## src/rtl/stream_demux_pkg.sv

```systemverilog
// Shared types and constants for the stream_demux block.
package stream_demux_pkg;

  localparam int CNT_W = 16;

  typedef enum logic [1:0] {IDLE, PASS, DROP} demux_state_t;

endpackage

```

## src/rtl/stream_demux_if.sv

```systemverilog
// Handshake bundle between one producer, the demux and its N_OUT consumers.
interface stream_demux_if #(
  parameter int WIDTH = 8,
  parameter int N_OUT = 4
);
  localparam int SEL_W = $clog2(N_OUT);

  logic             in_valid;
  logic             in_ready;
  logic [WIDTH-1:0] in_data;
  logic             in_last;
  logic [SEL_W-1:0] in_sel;
  logic [N_OUT-1:0] out_valid;
  logic [N_OUT-1:0] out_ready;
  logic [WIDTH-1:0] out_data;
  logic             out_last;

  modport master (
    output in_valid, in_data, in_last, in_sel, out_ready,
    input  in_ready, out_valid, out_data, out_last
  );

  modport slave (
    input  in_valid, in_data, in_last, in_sel, out_ready,
    output in_ready, out_valid, out_data, out_last
  );
endinterface

```

## src/rtl/stream_demux_slice.sv

```systemverilog
// One-entry registered output buffer; dest_ready is the ready of the buffered destination.
module stream_demux_slice #(
  parameter int WIDTH = 8,
  parameter int SEL_W = 2
) (
  input  logic             clk,
  input  logic             rst_n,
  input  logic             load,
  input  logic [WIDTH-1:0] load_data,
  input  logic             load_last,
  input  logic [SEL_W-1:0] load_dest,
  input  logic             dest_ready,
  output logic             in_ready,
  output logic             buf_valid,
  output logic [WIDTH-1:0] buf_data,
  output logic             buf_last,
  output logic [SEL_W-1:0] buf_dest
);

  assign in_ready = !buf_valid || dest_ready;

  // NOTE: sequential state uses non-blocking assignments so every register samples pre-edge values.
  // NOTE: the payload register is reset too, so out_data reads 0 rather than X after reset.
  always_ff @(posedge clk or negedge rst_n) begin
    if (!rst_n) begin
      buf_valid <= 1'b0;
      buf_data  <= '0;
      buf_last  <= 1'b0;
      buf_dest  <= '0;
    end else if (load) begin
      buf_valid <= 1'b1;
      buf_data  <= load_data;
      buf_last  <= load_last;
      buf_dest  <= load_dest;
    end else if (buf_valid && dest_ready) begin
      buf_valid <= 1'b0;
    end
  end

endmodule

```

## src/rtl/stream_demux.sv

```systemverilog
// 1-to-N_OUT packet demux: select locked on the first beat, out-of-range packets dropped.
// Define STREAM_DEMUX_CNT_EN to add per-channel beat counters and a drop counter.
module stream_demux
  import stream_demux_pkg::*;
#(
  parameter int WIDTH = 8,
  parameter int N_OUT = 4
) (
  input  logic                   clk,
  input  logic                   rst_n,
  stream_demux_if.slave          bus
`ifdef STREAM_DEMUX_CNT_EN
  ,
  output logic [N_OUT*CNT_W-1:0] cnt,
  output logic [CNT_W-1:0]       drop_cnt
`endif
);

  localparam int SEL_W = $clog2(N_OUT);
  localparam logic [SEL_W:0] N_OUT_L = N_OUT[SEL_W:0];

  demux_state_t     state, state_nxt;
  logic [SEL_W-1:0] locked_dest, locked_nxt, dest;
  logic             in_ready, accept, load, in_range, dest_ready;
  logic             buf_valid, buf_last;
  logic [WIDTH-1:0] buf_data;
  logic [SEL_W-1:0] buf_dest;
  logic [N_OUT-1:0] out_valid;

  assign accept     = bus.in_valid && in_ready;
  assign in_range   = {1'b0, bus.in_sel} < N_OUT_L;
  assign dest_ready = bus.out_ready[buf_dest];

  always_ff @(posedge clk or negedge rst_n) begin
    if (!rst_n) begin
      state       <= IDLE;
      locked_dest <= '0;
    end else begin
      state       <= state_nxt;
      locked_dest <= locked_nxt;
    end
  end

  // NOTE: every output of this block is given a default first, so no path can infer a latch.
  always_comb begin
    state_nxt  = state;
    locked_nxt = locked_dest;
    dest       = bus.in_sel;
    load       = 1'b0;
    case (state)
      IDLE: begin
        load = accept && in_range;
        if (accept && !bus.in_last) begin
          state_nxt  = in_range ? PASS : DROP;
          locked_nxt = bus.in_sel;
        end
      end
      PASS: begin
        dest = locked_dest;
        load = accept;
        if (accept && bus.in_last) state_nxt = IDLE;
      end
      DROP: begin
        if (accept && bus.in_last) state_nxt = IDLE;
      end
      default: state_nxt = IDLE;
    endcase
  end

  stream_demux_slice #(.WIDTH(WIDTH), .SEL_W(SEL_W)) u_slice (
    .clk        (clk),
    .rst_n      (rst_n),
    .load       (load),
    .load_data  (bus.in_data),
    .load_last  (bus.in_last),
    .load_dest  (dest),
    .dest_ready (dest_ready),
    .in_ready   (in_ready),
    .buf_valid  (buf_valid),
    .buf_data   (buf_data),
    .buf_last   (buf_last),
    .buf_dest   (buf_dest)
  );

  always_comb begin
    out_valid = '0;
    for (int i = 0; i < N_OUT; i++) out_valid[i] = buf_valid && (buf_dest == SEL_W'(i));
  end

  assign bus.in_ready  = in_ready;
  assign bus.out_valid = out_valid;
  assign bus.out_data  = buf_data;
  assign bus.out_last  = buf_last;

`ifdef STREAM_DEMUX_CNT_EN
  logic [CNT_W-1:0] cnt_q [N_OUT];
  logic [CNT_W-1:0] drop_q;

  // Counters stick at all-ones instead of wrapping.
  always_ff @(posedge clk or negedge rst_n) begin
    if (!rst_n) begin
      for (int i = 0; i < N_OUT; i++) cnt_q[i] <= '0;
      drop_q <= '0;
    end else begin
      for (int i = 0; i < N_OUT; i++) begin
        if (out_valid[i] && bus.out_ready[i] && cnt_q[i] != '1) cnt_q[i] <= cnt_q[i] + 1'b1;
      end
      if (accept && !load && drop_q != '1) drop_q <= drop_q + 1'b1;
    end
  end

  for (genvar g = 0; g < N_OUT; g++) begin : g_cnt
    assign cnt[g*CNT_W +: CNT_W] = cnt_q[g];
  end
  assign drop_cnt = drop_q;
`endif

endmodule

```

## src/flat_wrapper.sv

```systemverilog
// flat-port wrapper written by rule: the top's interface ports become plain ports
module stream_demux_flat import stream_demux_pkg::*;
#(
  parameter int WIDTH = 8,
  parameter int N_OUT = 4
)
  (clk, rst_n, bus_in_valid, bus_in_data, bus_in_last, bus_in_sel, bus_out_ready, bus_in_ready, bus_out_valid, bus_out_data, bus_out_last);
  stream_demux_if #(.WIDTH(WIDTH), .N_OUT(N_OUT)) bus_i ();
  input  logic clk;
  input  logic rst_n;
  input wire logic [$bits(bus_i.in_valid)-1:0] bus_in_valid;
  input wire logic [$bits(bus_i.in_data)-1:0] bus_in_data;
  input wire logic [$bits(bus_i.in_last)-1:0] bus_in_last;
  input wire logic [$bits(bus_i.in_sel)-1:0] bus_in_sel;
  input wire logic [$bits(bus_i.out_ready)-1:0] bus_out_ready;
  output wire logic [$bits(bus_i.in_ready)-1:0] bus_in_ready;
  output wire logic [$bits(bus_i.out_valid)-1:0] bus_out_valid;
  output wire logic [$bits(bus_i.out_data)-1:0] bus_out_data;
  output wire logic [$bits(bus_i.out_last)-1:0] bus_out_last;
  assign bus_i.in_valid = bus_in_valid;
  assign bus_i.in_data = bus_in_data;
  assign bus_i.in_last = bus_in_last;
  assign bus_i.in_sel = bus_in_sel;
  assign bus_i.out_ready = bus_out_ready;
  assign bus_in_ready = bus_i.in_ready;
  assign bus_out_valid = bus_i.out_valid;
  assign bus_out_data = bus_i.out_data;
  assign bus_out_last = bus_i.out_last;
  stream_demux #(.WIDTH(WIDTH), .N_OUT(N_OUT)) u_core (.clk(clk), .rst_n(rst_n), .bus(bus_i));
endmodule
```

## config.mk

```make
export PLATFORM = sky130hd
export DESIGN_NAME = stream_demux_flat
export DESIGN_NICKNAME = d
export VERILOG_FILES = /design/src/rtl/stream_demux_pkg.sv /design/src/rtl/stream_demux_if.sv /design/src/rtl/stream_demux_slice.sv /design/src/rtl/stream_demux.sv /design/src/flat_wrapper.sv
export SDC_FILE = /design/constraint.sdc
export NUM_CORES = 1
export LEC_CHECK = 0
export CELL_PAD_IN_SITES_DETAIL_PLACEMENT = 1
export CELL_PAD_IN_SITES_GLOBAL_PLACEMENT = 1
export CORE_UTILIZATION = 33
export CTS_BUF_LIST = sky130_fd_sc_hd__clkbuf_8 sky130_fd_sc_hd__clkbuf_16
export DETAILED_ROUTE_END_ITERATION = 16
export GPL_TIMING_DRIVEN = 0
export PLACE_DENSITY = 0.89
export SYNTH_ARGS = -nofsm -noshare
export SYNTH_HDL_FRONTEND = slang
export SYNTH_HIERARCHICAL = 1
export SYNTH_SLANG_ARGS = --single-unit
```

## constraint.sdc

```tcl
create_clock -name clk -period 4.05 [get_ports clk]
set_input_delay 0.6075 -clock clk [delete_from_list [all_inputs] [get_ports clk]]
set_output_delay 0.6075 -clock clk [all_outputs]
set_load 0.02 [all_outputs]
```

# Word-level counts from Yosys, hierarchy flattened

Index checks and enable logic that the tools add are counted.

Input port bits: 18
Flip-flop bits (word level): 16
Word-level logic and storage cells: 41

Reductions and logical operators: 18
$lt $le $gt $ge: 1
Muxes and demuxes: 9
Eq/ne operators: 7

Operators by type and width:

| cell                 | number |
|---|---|
| $logic_and A1 B1 Y1  | 8 |
| $eq A2 B2 Y1 const B | 3 |
| $mux W2              | 3 |
| $eq A2 B1 Y1 const B | 2 |
| $logic_not A2 Y1     | 2 |
| $mux W1              | 4 |
| $ne A2 B1 Y1 const B | 2 |
| $pmux W2 S2          | 1 |
| $reduce_and A2 Y1    | 2 |
| $reduce_or A2 Y1     | 2 |
| $lt A2 B3 Y1 const B | 1 |
| $bmux W1 S2          | 1 |
| $logic_not A1 Y1     | 2 |
| $reduce_bool A2 Y1   | 1 |
| $logic_or A1 B1 Y1   | 1 |

# Longest topological paths before layout

Gate-level depths: netlist of run 1.

Word-level depth: 7
Depth in mapped cells: 5
Depth with buffers taken out: 4

# By module

Netlist of run 1, hierarchy kept.

By module, submodules not included:

| module             | times used | sequential area each (um^2) | cells an instance | area an instance (um^2) |
|---|---|---|---|---|
| stream_demux_slice | 1          | 300.3                       | 26                | 481.7 |
| stream_demux       | 1          | 75.1                        | 17                | 212.7 |

# Worst setup path before layout of run 1

OpenSTA, ideal clock, no wires.

Path type: input to register
From: in bus_out_ready[3]
To: reg u_core.u_slice.buf_data[0]
Stages on the path: 5
Path slack: 1.909 ns
Arrival time: 2.016 ns
Library setup time: 0.125 ns
Path through: mux4_2 -> nand2b_1 -> and2_1 -> buf_6 -> mux2_4

Cells in the longest elaborated chain, start to end: 5

Ends and longest elaborated chain:

| what                          | line                     | RTL |
|---|---|---|
| from (decl)                   | flat_wrapper.sv:15       | `input wire logic [$bits(bus_i.out_ready)-1:0] bus_out_ready;` |
| $bmux W1 S2                   | stream_demux.sv:32       | `assign dest_ready = bus.out_ready[buf_dest];` |
| $mux W1 (not written as such) | stream_demux.sv:32       |  |
| $logic_or A1 B1 Y1            | stream_demux_slice.sv:20 | `assign in_ready = !buf_valid \|\| dest_ready;` |
| net bus_in_ready              | flat_wrapper.sv:16       | `output wire logic [$bits(bus_i.in_ready)-1:0] bus_in_ready;` |
| $logic_and A1 B1 Y1           | stream_demux.sv:30       | `assign accept = bus.in_valid && in_ready;` |
| net u_core.accept             | stream_demux.sv:24       | `logic in_ready, accept, load, in_range, dest_ready;` |
| $mux W1                       | stream_demux.sv:50       | `case (state)` |
| to (signal assigned)          | stream_demux_slice.sv:32 | `buf_data <= load_data;` |
| to (decl)                     | stream_demux_slice.sv:15 | `output logic [WIDTH-1:0] buf_data,` |

The timed path passes the listed nets, and every way through them passes these cells. The select of a mux whose other input is x is not followed.
A chain may end at the register's enable or synchronous reset.

# Worst setup path in the final report of run 1

From: in bus_out_ready[2]
To: out bus_in_ready

Cells in the longest elaborated chain, start to end: 3

Ends and longest elaborated chain:

| what                          | line |
|---|---|
| $bmux W1 S2                   | stream_demux.sv:32 |
| $mux W1 (not written as such) | stream_demux.sv:32 |
| net u_core.dest_ready         | stream_demux.sv:24 |
| $logic_or A1 B1 Y1            | stream_demux_slice.sv:20 |
| to (decl)                     | flat_wrapper.sv:16 |

The timed path passes the listed nets, and every way through them passes these cells. The select of a mux whose other input is x is not followed.

==> run metrics, run 1 <==
status=finished, final reports clean; Layout area overhead=56.0%; hold buffers post-CTS=0; Total Power=0.816 mW; Initial Util=35.4%; CORE AREA=1960 um^2; CTS clk-pin slew, worst paths=0.06 ns; die area=2290 um^2; Gate Count Post-Synth=43; PwrDens=753 nW/um^2; post-synth top area cell=dfrtp_1; Final min period=2.92 ns; Synth async-reset ratio=100%; slew margin rel.=55.4%; syn_nets=61; share of cells above drive strength 1=26.9%; Pins Over Slew Limit=0; final setup vio count=0; Fillers=208; Port Buf Inserts=31; Max-Cap Viols=0; Layout Nets=97; Die W=47.9 um; routability cong.=0.650; total number of vias=474; type of origin of the critical path=input port; crit path kind=input port to output pin; Synth cell types=14; setup bufs post-CTS=0; root buf cell=clkbuf_8; worst slack, placed=1.13 ns; GRT busiest layer=met2; yosys warns=6; largest net degree at the start of global routing=16; met1 Use GR=19.6%; count leader, synth=dfrtp_1; Worst-Margin Slew=0.666 ns; overall routing resource usage=15.8%; Req. time, crit path=3.44 ns; CTS H-tree depth=1; Ant. Diodes=0; vias per cell=4.51; clk buf depth=2; Routed WL=1520 um; Num CTS Buffers=3; RSZ-0062 raised after global routing=no; final worst-path setup slack=1.13 ns; Crit. End Element=output pin; final hold violation count=0; Clk Latency, worst-skew pair=0.24 ns; grt ovf=0; vias in the first global route=488; ANT nets after route=0; global-route wire length before repair=2350 um; Max VDD drop=381 uV; iteration count of the initial detailed-routing pass=2; CTS tree=yes; placed insts=101; share of the synthesized area in the top cell type=54.1%; post-synthesis register bit count=15; IO Pins=32; worst-path maximum fanout=5; Synth area leaders=dfrtp_1 54%, mux2_4 24%, mux2_2 6.5%; Die Y=47.9 um; EDFF count, synth=0; cell area after synthesis=694 um^2; Main synth FF type=dfrtp_1; hpwl dp=1190 um; Iteration-0 DRC Markers=5; final worst path period share=72.1%; Tightest Hold Check Type=register to register; fmax=0.343 GHz; initial antenna violation count=0; post-CTS sizing=0; critical path data arrival time=2.31 ns; synth cell count leaders=15 x dfrtp_1, 11 x mux2_4, 4 x mux2_2, 2 x a21oi_1, 2 x nand2b_1; post-synthesis sequential area ratio=54.1%; met2 global-route usage=26.5%; row count=16; fin cells=105; clk_skew=0.000422 ns; GRT met3 Usage=4.53%; Clock Sinks=15; LEAKAGE=0.469 nW; WL per Instance=14.5 um; setup_tns=0 ns; DRC viols=0; Avg Cell Area, Syn=16.1 um^2
[kinds of logic after synthesis]
group	share of synthesized area, %
multiplexers	33.5
flip-flops	54.1
AND/OR/NAND/NOR	9.37
AO/OA/AOI/OAI	1.44
buffers and inverters	1.62
[worst max-delay path, stage by stage]
cell and delay, ns:
clkdlybuf4s50_1 0.42, mux4_2 0.47, nand2b_1 0.23, clkdlybuf4s50_1 0.58
[cells in the final DEF, fill, tap and decap left out]
cell,netlist,routed
clkdlybuf4s50_1,0,31
dfrtp_1,15,15
mux2_4,11,11
mux2_2,4,4
clkbuf_8,0,3
a21oi_1,2,2
nand2b_1,2,2
inv_1,0,1
and2_1,1,1
and3_1,1,1
mux4_2,1,1
nor3b_1,1,1
nand2_1,1,1
nor2_1,1,1
and3b_1,1,1
and4bb_4,1,1
buf_6,1,1
[stage by stage]
stage	util, %	area (um^2)	hold slack [ns]
floorplan	-	694	0.312
global placement	52.9	1040	0.491
detailed placement	52.9	1040	0.491
CTS	55.2	1080	0.516
global route	55.2	1080	0.527
finish	55.2	1080	0.511
[sequential cells by signal, indices dropped and copies added, names as in the netlist]
register,cells
u_core/u_slice/buf_dest,2
u_core/state,1
u_core/u_slice/buf_data,8
u_core/u_slice/buf_valid,1
u_core/u_slice/buf_last,1
u_core/locked_dest,2
[layer usage]
layer	part of all wire (%)	routed length, um
met1	43	658
met2	51	777
met3	4.3	65
met4	1.2	19
met5	0	0
[report_power, final]
group	switching (mW)	total, mW	internal, mW
sequential	0.0549	0.276	0.221
clock	0.0486	0.115	0.0669
combinational	0.172	0.424	0.253
[layout make-up]
type / instances / area [um^2] / area share (%)
repair buffers: 31 / 310 / 28.6
flip-flops and latches: 15 / 375 / 34.6
well taps: 27 / 33.8 / 3.12
clock buffers: 3 / 41.3 / 3.81
multi-input cells: 27 / 308 / 28.4
plain buffers: 1 / 11.3 / 1.04
clock inverters: 1 / 3.75 / 0.346
[worst paths after layout]
kind                                                              from                                endpoint  slack [ns]  cells after the start
worst min-delay path            u_core/u_slice/buf_data[0]$_DFFE_PN0P_  u_core/u_slice/buf_data[0]$_DFFE_PN0P_        0.51                      1
worst max register to register  u_core/u_slice/buf_dest[0]$_DFFE_PN0P_  u_core/u_slice/buf_data[6]$_DFFE_PN0P_        2.01                      5
worst max-delay path                                  bus_out_ready[2]                            bus_in_ready        1.13                      4
min in group asynchronous                                        rst_n  u_core/u_slice/buf_data[4]$_DFFE_PN0P_        0.77                      1
worst min register to register  u_core/u_slice/buf_data[0]$_DFFE_PN0P_  u_core/u_slice/buf_data[0]$_DFFE_PN0P_        0.51                      1
max in group asynchronous                                        rst_n  u_core/u_slice/buf_data[0]$_DFFE_PN0P_        2.85                      1
Note: power is estimated with default switching activity, not from simulation.
==> inputs of run 2 (changes only) <==
- CORE_UTILIZATION: 33 -> 31
- PLACE_DENSITY: 0.89 -> 0.85
- clock period: 4.05 -> 2.9 ns (I/O delays scaled with it)
==> run 2 against run 1 <==
Compared with the run above:
- non-clock buffer count unchanged
- sequential cell count unchanged
- clock-buffer cell count unchanged
- via count up 3.2%
- setup slack worse by 0.78 ns
- clock skew up 0.0026 ns
- routed wire length down 8.7%
- core utilization down 2.1 points
- die area up 6.2%
- critical path type unchanged
- highest routed layer is now met3
==> run metrics, run 2 (same netlist as run 1, synthesis figures left out) <==
WL per Instance=13.2 um; Layout Nets=97; Worst-Margin Slew=0.661 ns; FF-to-FF End=u_core/u_slice/buf_data[5]$_DFFE_PN0P_; vias in the first global route=545; critical path data arrival time=2.11 ns; Worst R2R Setup Slack=0.87 ns; commonest non-fill, non-tap cell in the layout=clkdlybuf4s50_1; setup bufs post-CTS=0; clk buf depth=2; share of cells above drive strength 1=28.2%; hold buffers post-CTS=0; Port Buf Inserts=31; clk_skew=0.00307 ns; Req. time, crit path=2.47 ns; final hold slack=0.510 ns; CTS tree=yes; root buf cell=clkbuf_8; Max VDD drop=586 uV; Total Power=1.14 mW; initial antenna violation count=0; slew margin rel.=55.8%; Clock Sinks=15; Hold Path Sink=u_core/u_slice/buf_data[5]$_DFFE_PN0P_; RSZ-0062 raised after global routing=no; critical-path cell with the highest stage delay=clkdlybuf4s50_1; most flop-heavy register=u_core/u_slice/buf_data; overall routing resource usage=12.7%; largest net degree at the start of global routing=16; grt ovf=0; Layout area overhead=56.2%; total number of vias=489; DRC viols=0; max FFs per register=8; Die W=49.3 um; fmax=0.392 GHz; worst reg2reg path depth=5; CTS H-tree depth=1; most frequent cells in the layout=31 x clkdlybuf4s50_1, 15 x dfrtp_1, 11 x mux2_4; vias per cell=4.66; routability cong.=0.630; hpwl dp=1070 um; Final min period=2.55 ns; Max-Cap Viols=0; post-CTS sizing=0; type of origin of the critical path=input port; worst hold start=u_core/u_slice/buf_data[5]$_DFFE_PN0P_; fin cells=105; Tightest Hold Check Type=register to register; IO Pins=32; Num CTS Buffers=3; final hold violation count=0; PwrDens=1050 nW/um^2; global-route wire length before repair=2380 um; CTS clk-pin slew, worst paths=0.06 ns; worst-path maximum fanout=5; Pins Over Slew Limit=0; worst-path cell chain=clkdlybuf4s50_1 > mux4_2 > nand2b_1 > clkdlybuf4s50_1; Die Y=49.3 um; Iteration-0 DRC Markers=4; Ant. Diodes=0; Fillers=228; CORE AREA=2040 um^2; setup_tns=0 ns; Top Registers=u_core/u_slice/buf_data x8, u_core/locked_dest x2, u_core/u_slice/buf_dest x2; hold path depth=1; status=finished, final reports clean; final worst path period share=87.9%; Routed WL=1390 um; ANT nets after route=0; Crit. End Element=output pin; Initial Util=34.0%; max incr delay on CP=0.57 ns; placed insts=101; final setup vio count=0; iteration count of the initial detailed-routing pass=2; post-layout util=53.1%; crit path kind=input port to output pin; LEAKAGE=0.467 nW; row count=16; Clk Latency, worst-skew pair=0.24 ns; RR Startpoint=u_core/u_slice/buf_dest[0]$_DFFE_PN0P_; die area=2430 um^2; Worst path most repeated cell=clkdlybuf4s50_1
-- run 2: cell types whose count changed in the layout (fill, tap and decap cells not counted) --
cell      delta
clkinv_2     +1
inv_1        -1
-- run 2: stage by stage --
step | worst slack [ns] | area (um^2)
finish | 0.352 | 1080
global route | 0.305 | 1080
CTS | 0.345 | 1080
detailed placement | 0.356 | 1040
global placement | 0.380 | 1040
floorplan | 0.913 | 694
-- run 2: critical path: cells and delay by family --
family,cells,cell delay [ns]
buffers and inverters,2,0.97
multiplexers,1,0.47
AND/OR/NAND/NOR,1,0.24
-- run 2: worst max-delay path by stage --
stage	from	cells after the start	slack (ns)	end
floorplan	u_core/u_slice/buf_dest[0]$_DFFE_PN0P_	5	0.91	u_core/u_slice/buf_data[0]$_DFFE_PN0P_
detailed placement	bus_out_ready[3]	4	0.36	bus_in_ready
global placement	bus_out_ready[3]	4	0.38	bus_in_ready
global route	bus_out_ready[3]	4	0.30	bus_in_ready
finish	bus_out_ready[3]	4	0.35	bus_in_ready
CTS	bus_out_ready[3]	4	0.35	bus_in_ready
-- run 2: routing by layer --
metal | global-route usage [%] | wire length [um] | vias up
li1 | - | - | 226
met1 | 15.4 | 632 | 240
met2 | 23.7 | 681 | 23
met3 | 3.12 | 76 | 0
met4 | 0 | 0 | 0
met5 | 0 | 0 | -
-- run 2: where the power goes --
| part | switching [mW] | leakage, nW | internal (mW) |
|---|---|---|---|
| sequential | 0.0776 | 0.175 | 0.309 |
| clock | 0.0705 | 0.0255 | 0.0948 |
| combinational | 0.231 | 0.266 | 0.353 |
-- run 2: area by class of cell --
cell class	instances	area, um^2	share of cell area (%)
sequential	15	375	34.6
timing repair buffer	31	310	28.6
multi-input combinational	27	308	28.4
clock buffer	3	41.3	3.81
tap	27	33.8	3.11
buffer	1	11.3	1.04
clock inverter	1	5.00	0.461
==> inputs of run 3 (changes only) <==
- RECOVER_POWER: not set -> 25
==> run 3 against run 2 <==
Compared with the run above:
- combinational power about the same
- clock skew unchanged
- register-to-register slack about the same
- non-clock buffer count unchanged
- critical path type unchanged
- largest power group unchanged
==> run metrics, run 3 (same netlist as run 1, synthesis figures left out) <==
fin cells=105; IO Pins=32; Req. time, crit path=2.47 ns; worst reg2reg path depth=5; area taken by multi-input logic gates=308 um^2; Initial Util=34.0%; Die Y=49.3 um; LEAKAGE=0.467 nW; initial antenna violation count=0; Crit. End Element=output pin; most flop-heavy register=u_core/u_slice/buf_data; most frequent cells in the layout=30 x clkdlybuf4s50_1, 15 x dfrtp_1, 11 x mux2_4; Max VDD drop=586 uV; global-route wire length before repair=2380 um; critical-path cell with the highest stage delay=clkdlybuf4s50_1; crit path kind=input port to output pin; routability cong.=0.630; Clk Latency, worst-skew pair=0.24 ns; Fillers=228; critical path data arrival time=2.11 ns; family with the most delay on the worst path=buffers and inverters; hpwl dp=1070 um; Critical Path Stages=4; post-CTS sizing=0; PwrDens=1050 nW/um^2; fmax=0.392 GHz; die area=2430 um^2; Pins Over Slew Limit=0; Final min period=2.55 ns; Clock Sinks=15; total number of vias=489; Max-Cap Viols=0; slew margin rel.=55.3%; iteration count of the initial detailed-routing pass=2; clk_skew=0.00307 ns; Iteration-0 DRC Markers=4; final worst path period share=87.9%; WP buf/inv=2; hold path depth=1; worst-path cell chain=clkdlybuf4s50_1 > mux4_2 > nand2b_1 > clkdlybuf4s50_1; vias per cell=4.66; Port Buf Inserts=31; Worst R2R Setup Slack=0.87 ns; Num CTS Buffers=3; status=finished, final reports clean; Die W=49.3 um; setup bufs post-CTS=0; row count=16; CTS clk-pin slew, worst paths=0.06 ns; commonest non-fill, non-tap cell in the layout=clkdlybuf4s50_1; CTS H-tree depth=1; setup_tns=0 ns; Ant. Diodes=0; WL per Instance=13.2 um; grt ovf=0; Layout area overhead=56.2%; placed insts=101; Routed WL=1390 um; max incr delay on CP=0.57 ns; RSZ-0062 raised after global routing=no; final setup vio count=0; FF/Latch Area=375 um^2; root buf cell=clkbuf_8; ANT nets after route=0; Layout Nets=97; worst-path maximum fanout=5; Worst path most repeated cell=clkdlybuf4s50_1; clk buf depth=2; DRC viols=0; Worst-Margin Slew=0.668 ns; Top Registers=u_core/u_slice/buf_data x8, u_core/locked_dest x2, u_core/u_slice/buf_dest x2; max FFs per register=8; Tightest Hold Check Type=register to register; final hold violation count=0; type of origin of the critical path=input port; vias in the first global route=545; hold buffers post-CTS=0; CORE AREA=2040 um^2; share of cells above drive strength 1=28.2%; overall routing resource usage=12.7%; largest net degree at the start of global routing=16; CTS tree=yes
run 3: changes by cell type in the layout (fill, tap and decap cells not counted):
cell             before  now
dlygate4sd3_1         0    1
clkdlybuf4s50_1      31   30
run 3: worst paths after layout:
path                                                         from                                      to
max                                              bus_out_ready[3]                            bus_in_ready
min                        u_core/u_slice/buf_data[5]$_DFFE_PN0P_  u_core/u_slice/buf_data[5]$_DFFE_PN0P_
max reg2reg                u_core/u_slice/buf_dest[0]$_DFFE_PN0P_  u_core/u_slice/buf_data[5]$_DFFE_PN0P_
min reg2reg                u_core/u_slice/buf_data[5]$_DFFE_PN0P_  u_core/u_slice/buf_data[5]$_DFFE_PN0P_
max in group asynchronous                                   rst_n  u_core/u_slice/buf_data[1]$_DFFE_PN0P_
min in group asynchronous                                   rst_n  u_core/u_slice/buf_data[3]$_DFFE_PN0P_
run 3: power breakdown:
group / switching [mW] / leakage, nW / internal, mW
logic: 0.231 / 0.267 / 0.352
clock network: 0.0705 / 0.0255 / 0.0948
registers: 0.0776 / 0.175 / 0.309
total: 0.379 / 0.467 / 0.756
run 3: layout make-up:
| type | count | area share [%] |
|---|---|---|
| repair buffers | 31 | 28.6 |
| clock buffers | 3 | 3.81 |
| flip-flops and latches | 15 | 34.6 |
| well taps | 27 | 3.11 |
| plain buffers | 1 | 1.04 |
| clock inverters | 1 | 0.461 |
| multi-input cells | 27 | 28.4 |
run 3: metal layers:
metal / global-route usage (%) / part of all wire (%)
met1: 15.4 / 45
met2: 23.7 / 49
met3: 3.12 / 5.5
met4: 0 / 0
met5: 0 / 0
run 3: metrics by stage:
stage / utilization (%) / worst slack (ns) / hold WS (ns) / cell area [um^2] / power (mW)
2_1_floorplan: - / 0.913 / 0.139 / 694 / 0.732
3_3_place_gp: 50.9 / 0.380 / 0.491 / 1040 / 0.963
3_5_place_dp: 50.9 / 0.356 / 0.493 / 1040 / 0.979
4_1_cts: 53.1 / 0.345 / 0.515 / 1080 / 1.15
5_1_grt: 53.1 / 0.305 / 0.529 / 1080 / 1.21
6_report: 53.1 / 0.352 / 0.510 / 1080 / 1.14
